===== src/rtl/fifo8x4_fwft_if.sv =====
// Producer/consumer handshake bundle for the 8x4 FWFT FIFO; master drives requests, slave is the FIFO.
interface fifo8x4_fwft_if #(
  parameter int DATA_WIDTH = 4,
  parameter int ADDR_WIDTH = 3
);
  logic                  wr_en;
  logic [DATA_WIDTH-1:0] wr_data;
  logic                  rd_en;
  logic [DATA_WIDTH-1:0] rd_data;
  logic [ADDR_WIDTH-1:0] rd_ptr;
  logic                  full;
  logic                  empty;
  logic [ADDR_WIDTH:0]   count;
  logic                  overflow;
  logic                  underflow;

  modport master (
    output wr_en, wr_data, rd_en,
    input  rd_data, rd_ptr, full, empty, count, overflow, underflow
  );

  modport slave (
    input  wr_en, wr_data, rd_en,
    output rd_data, rd_ptr, full, empty, count, overflow, underflow
  );
endinterface


===== src/rtl/fifo8x4_fwft.sv =====
// 8x4 first-word-fall-through FIFO: head word is combinational from mem[rd_ptr], zero read latency.
// Pushes while full (without a same-cycle pop) and pops while empty are dropped with a one-cycle strobe.
module fifo8x4_fwft #(
  parameter int DATA_WIDTH = 4,
  parameter int ADDR_WIDTH = 3
) (
  input  logic           clk,
  input  logic           reset_n,
  fifo8x4_fwft_if.slave  bus
);
  localparam int DEPTH = 1 << ADDR_WIDTH;
  localparam logic [ADDR_WIDTH:0]   CNT_ONE  = (ADDR_WIDTH+1)'(1);
  localparam logic [ADDR_WIDTH:0]   CNT_FULL = (ADDR_WIDTH+1)'(DEPTH);
  localparam logic [ADDR_WIDTH-1:0] PTR_ONE  = ADDR_WIDTH'(1);

  logic [DATA_WIDTH-1:0] mem [DEPTH];
  logic [ADDR_WIDTH-1:0] wr_ptr;
  logic [ADDR_WIDTH-1:0] rd_ptr;
  logic [ADDR_WIDTH:0]   count;
  logic                  overflow;
  logic                  underflow;
  logic                  full;
  logic                  empty;
  logic                  push_ok;
  logic                  pop_ok;
  logic [DATA_WIDTH-1:0] head;

  assign full  = (count == CNT_FULL);
  assign empty = (count == '0);

  // A pop frees the slot the push targets when full, so a same-cycle pop unblocks the push.
  assign pop_ok  = bus.rd_en & ~empty;
  assign push_ok = bus.wr_en & (~full | pop_ok);

  // 8-way read-select stage driven by the head pointer.
  always_comb begin
    head = '0;
    for (int i = 0; i < DEPTH; i++) begin
      if (rd_ptr == ADDR_WIDTH'(i)) head = mem[i];
    end
  end

  always_ff @(posedge clk or negedge reset_n) begin
    if (!reset_n) begin
      for (int i = 0; i < DEPTH; i++) mem[i] <= '0;
      wr_ptr    <= '0;
      rd_ptr    <= '0;
      count     <= '0;
      overflow  <= 1'b0;
      underflow <= 1'b0;
    end else begin
      if (push_ok) begin
        mem[wr_ptr] <= bus.wr_data;
        wr_ptr      <= wr_ptr + PTR_ONE;
      end
      if (pop_ok) rd_ptr <= rd_ptr + PTR_ONE;
      case ({push_ok, pop_ok})
        2'b10:   count <= count + CNT_ONE;
        2'b01:   count <= count - CNT_ONE;
        default: count <= count;
      endcase
      overflow  <= bus.wr_en & full & ~pop_ok;
      underflow <= bus.rd_en & empty;
    end
  end

  assign bus.rd_data   = head;
  assign bus.rd_ptr    = rd_ptr;
  assign bus.full      = full;
  assign bus.empty     = empty;
  assign bus.count     = count;
  assign bus.overflow  = overflow;
  assign bus.underflow = underflow;
endmodule


===== src/flat_wrapper.sv =====
// flat-port wrapper written by rule: the top's interface ports become plain ports
module fifo8x4_fwft_flat 
#(
  parameter int DATA_WIDTH = 4,
  parameter int ADDR_WIDTH = 3
)
  (clk, reset_n, bus_wr_en, bus_wr_data, bus_rd_en, bus_rd_data, bus_rd_ptr, bus_full, bus_empty, bus_count, bus_overflow, bus_underflow);
  fifo8x4_fwft_if #(.DATA_WIDTH(DATA_WIDTH), .ADDR_WIDTH(ADDR_WIDTH)) bus_i ();
  input  logic clk;
  input  logic reset_n;
  input wire logic [$bits(bus_i.wr_en)-1:0] bus_wr_en;
  input wire logic [$bits(bus_i.wr_data)-1:0] bus_wr_data;
  input wire logic [$bits(bus_i.rd_en)-1:0] bus_rd_en;
  output wire logic [$bits(bus_i.rd_data)-1:0] bus_rd_data;
  output wire logic [$bits(bus_i.rd_ptr)-1:0] bus_rd_ptr;
  output wire logic [$bits(bus_i.full)-1:0] bus_full;
  output wire logic [$bits(bus_i.empty)-1:0] bus_empty;
  output wire logic [$bits(bus_i.count)-1:0] bus_count;
  output wire logic [$bits(bus_i.overflow)-1:0] bus_overflow;
  output wire logic [$bits(bus_i.underflow)-1:0] bus_underflow;
  assign bus_i.wr_en = bus_wr_en;
  assign bus_i.wr_data = bus_wr_data;
  assign bus_i.rd_en = bus_rd_en;
  assign bus_rd_data = bus_i.rd_data;
  assign bus_rd_ptr = bus_i.rd_ptr;
  assign bus_full = bus_i.full;
  assign bus_empty = bus_i.empty;
  assign bus_count = bus_i.count;
  assign bus_overflow = bus_i.overflow;
  assign bus_underflow = bus_i.underflow;
  fifo8x4_fwft #(.DATA_WIDTH(DATA_WIDTH), .ADDR_WIDTH(ADDR_WIDTH)) u_core (.clk(clk), .reset_n(reset_n), .bus(bus_i));
endmodule

===== config.mk =====
export PLATFORM = sky130hd
export DESIGN_NAME = fifo8x4_fwft_flat
export DESIGN_NICKNAME = d
export VERILOG_FILES = /design/src/rtl/fifo8x4_fwft_if.sv /design/src/rtl/fifo8x4_fwft.sv /design/src/flat_wrapper.sv
export SDC_FILE = /design/constraint.sdc
export NUM_CORES = 1
export LEC_CHECK = 0
export CAP_MARGIN = 10
export CORE_AREA = 2 2 73 68
export CTS_BUF_LIST = sky130_fd_sc_hd__clkbuf_8
export DETAILED_ROUTE_END_ITERATION = 8
export DIE_AREA = 0 0 75 70
export PLACE_DENSITY_LB_ADDON = 0.25
export SYNTH_ARGS = -nofsm -noshare
export SYNTH_HDL_FRONTEND = slang
export SYNTH_SLANG_ARGS = --single-unit
export TNS_END_PERCENT = 20

===== constraint.sdc =====
create_clock -name clk -period 2.4 [get_ports clk]
set_clock_uncertainty 0.05 [all_clocks]
set_input_delay 0.36 -clock clk [delete_from_list [all_inputs] [get_ports clk]]
set_output_delay 0.36 -clock clk [all_outputs]
set_load 0.1 [all_outputs]

==> results.py <==
metrics = {
    "synthesis": {
        "synthesis.nets": 218,
        "synth-async-reset-ratio": 1.000,
        "avgSynthCellArea_um2": 11.41,
        "ys_ff_latch": 44,
        "synth_cell_type_count": 33,
        "ys.warnings.count": 0,
        "synth_edf_count": 0,
        "seq_area_frac_synth": 0.4825,
        "syn_inst": 200,
        "synth_ff_type": "dfrtp_1",
        "netlist_area_um2": 2282,
    },
    "job": {
        "max_cap_violations": 0,
    },
    "timing": {
        "worstMarginPinSlew_ps": 665.4,
        "period_needed_ps": 2441,
        "timing.slew.headroom": 0.5564,
        "fmax_ghz": 0.4096,
        "finalSetupViolCount": 6,
        "rsz0062_at_grt": "true",
        "period_share": 1.017,
        "finalMaxSlewViolations": 0,
        "setup_ws_ps": -41.20,
        "hold_viol": 0,
    },
    "cts": {
        "clock-root-buffer": "clkbuf_8",
        "cts_sinks": 44,
        "ctsHoldBuffers": 0,
        "tritoncts": "built",
        "numCtsBuffers": 5,
        "clock_latency_ps": 310,
        "clkTransAtPathRegs_ps": 90,
        "cts_max_path_buffers": 2,
        "htreeDepth": 2,
    },
    "outcome": {
        "status": "complete, but fails checks",
        "violations": "setup timing",
    },
    "placed_design": {
        "post-place-cells": 295,
        "place.gp.congestion": 0.8397,
        "io_buffers": 22,
        "dpl.hpwl_mm": 3.398,
    },
    "route": {
        "vias": 1656,
        "postRouteAntennaNets": 0,
        "drcViolationCount": 0,
        "wl_per_cell_um": 15.94,
        "firstDrtPassIters": 4,
        "via_per_inst": 5.377,
        "initialDrtViolationCount": 51,
        "routed_wl_mm": 4.910,
    },
    "cells_and_area": {
        "most-common-layout-cells": "dfrtp_1, mux2_2, buf_4",
        "nets": 260,
        "num-fill-cells": 317,
        "area_growth_pct": 38.65,
        "stdcell_count": 308,
        "drive_above_1_share": 0.5021,
        "final_common_cell": "dfrtp_1",
        "antenna_cells": 0,
    },
    "floorplanning": {
        "coreArea_um2": 4594,
        "die_w_um": 75,
        "start_util": 0.4967,
        "pin_count": 23,
        "placementRows": 24,
        "die_area_um2": 5250,
        "die_h_um": 70,
    },
    "worst_setup_path": {
        "crit_start": "u_core.bus.rd_ptr[1]$_DFFE_PN0P_",
        "cp_max_fo": 4,
        "cpPeakStageDelay_ps": 390,
        "crit_required_ps": 1990,
        "arrival_ps": 2030,
        "cp_slowest_cell": "dfrtp_1",
        "r2r-start": "u_core.bus.count[0]$_DFFE_PN0P_",
        "worstSetupPathType": "reg -> out",
        "path_cells": "ha_2, ha_4, or2_4, a221oi_4, o22ai_2, a21oi_4, buf_12",
        "critPathLaunchType": "register",
        "cp-end-kind": "output port",
    },
    "global_route": {
        "grt_pass1_wl_mm": 8.162,
        "antenna_found_initial": 0,
        "grt_pass1_vias": 1609,
        "grt_use_total": 0.2073,
        "gr-total-overflow": 0,
        "grt_max_degree": 31,
    },
    "hold_path": {
        "hp-class": "in -> async",
    },
}
-- sequential cells by signal, indices dropped and copies added (netlist names) --
signal / cells
u_core.mem: 32
u_core.bus.count: 4
u_core.bus.rd_ptr: 3
u_core.wr_ptr: 3
u_core.bus.overflow: 1
u_core.bus.underflow: 1
-- path summary, 6_finish.rpt --
kind	end	slack, ps	depth (start not counted)
max in group asynchronous	u_core.mem[15]$_DFFE_PN0P_	1620	2
min in group clk	u_core.mem[13]$_DFFE_PN0P_	460	1
worst max-delay path	bus_rd_data[2]	-40	7
worst min register to register	u_core.mem[13]$_DFFE_PN0P_	460	1
worst min-delay path	u_core.bus.underflow$_DFF_PN0_	30	1
worst max register to register	u_core.bus.count[3]$_DFFE_PN0P_	-30	9
-- per-layer routing --
layer | track usage | vias up | part of all wire
met5 | 0 | - | 0
met2 | 0.3041 | 27 | 0.48
li1 | - | 794 | -
met1 | 0.2989 | 826 | 0.47
met4 | 0.06548 | 0 | 0.014
met3 | 0.05339 | 9 | 0.029
-- critical path: cells and delay by family (launching register included) --
| family | cells | cell delay [ps] |
|---|---|---|
| AO/OA/AOI/OAI | 3 | 500 |
| flip-flops | 1 | 390 |
| adder cells (fa/ha/maj) | 2 | 370 |
| AND/OR/NAND/NOR | 1 | 280 |
| buffers and inverters | 1 | 190 |
-- layout make-up --
type | count | area (µm²) | area share
multi-input cells | 135 | 1384 | 0.4373
flip-flops and latches | 44 | 1110 | 0.3507
repair buffers | 42 | 415.4 | 0.1313
well taps | 65 | 81.33 | 0.02570
clock buffers | 5 | 68.82 | 0.02175
inverters | 14 | 57.56 | 0.01819
clock inverters | 3 | 47.55 | 0.01503
-- logic make-up after synthesis --
| group | Yosys count | synth area share |
|---|---|---|
| adders and majority gates | 10 | 0.05482 |
| muxes | 34 | 0.1743 |
| xor gates and xnor gates | 8 | 0.03070 |
| buffers and inverters | 21 | 0.03892 |
| and+or+nand+nor | 49 | 0.1278 |
| AOI/OAI and AO/OA | 34 | 0.09100 |
| DFF | 44 | 0.4825 |
-- Yosys cell counts (2+ instances only) --
master / instances / area, µm²
nor2_1: 10 / 37.54
clkbuf_1: 5 / 18.77
nand2b_1: 5 / 31.28
mux2_4: 4 / 60.06
o21ai_0: 2 / 10.01
nand4b_1: 3 / 26.28
a221oi_1: 4 / 35.03
or4b_4: 3 / 41.29
dfrtp_1: 44 / 1101
nand3b_1: 5 / 37.54
xnor2_1: 4 / 35.03
xor2_1: 4 / 35.03
inv_1: 12 / 45.04
o31ai_1: 4 / 30.03
mux2_2: 30 / 337.8
o22ai_1: 4 / 25.02
ha_1: 10 / 125.1
nand2_1: 15 / 56.30
a211oi_1: 2 / 15.01
a21oi_1: 17 / 85.08
-- metrics by stage --
step	TNS (ps)	area, µm²	util	worst slack [ps]	hold slack (ps)
final	-179.0	3164	0.6887	-41.20	28.63
after global routing	-761.2	3164	0.6887	-134.9	89.40
after global placement	0	2810	0.6117	4.353	378.8
after CTS	-268.3	3129	0.6811	-55.71	52.08
after detailed placement	-62.58	2810	0.6117	-45.99	382.6
after floorplan	-6319	2397	-	-984.1	14.41
-- what timing repair did --
item                                    in CTS  in global routing
pin swaps                                   12                  0
endpoints found under the setup margin       6                  7
buffers inserted                             2                  3
resized for setup                           32                  0
Power is left out: the tool's default activity adds up to more than one toggle a clock period on the data nets, which glitch-free logic cannot reach.
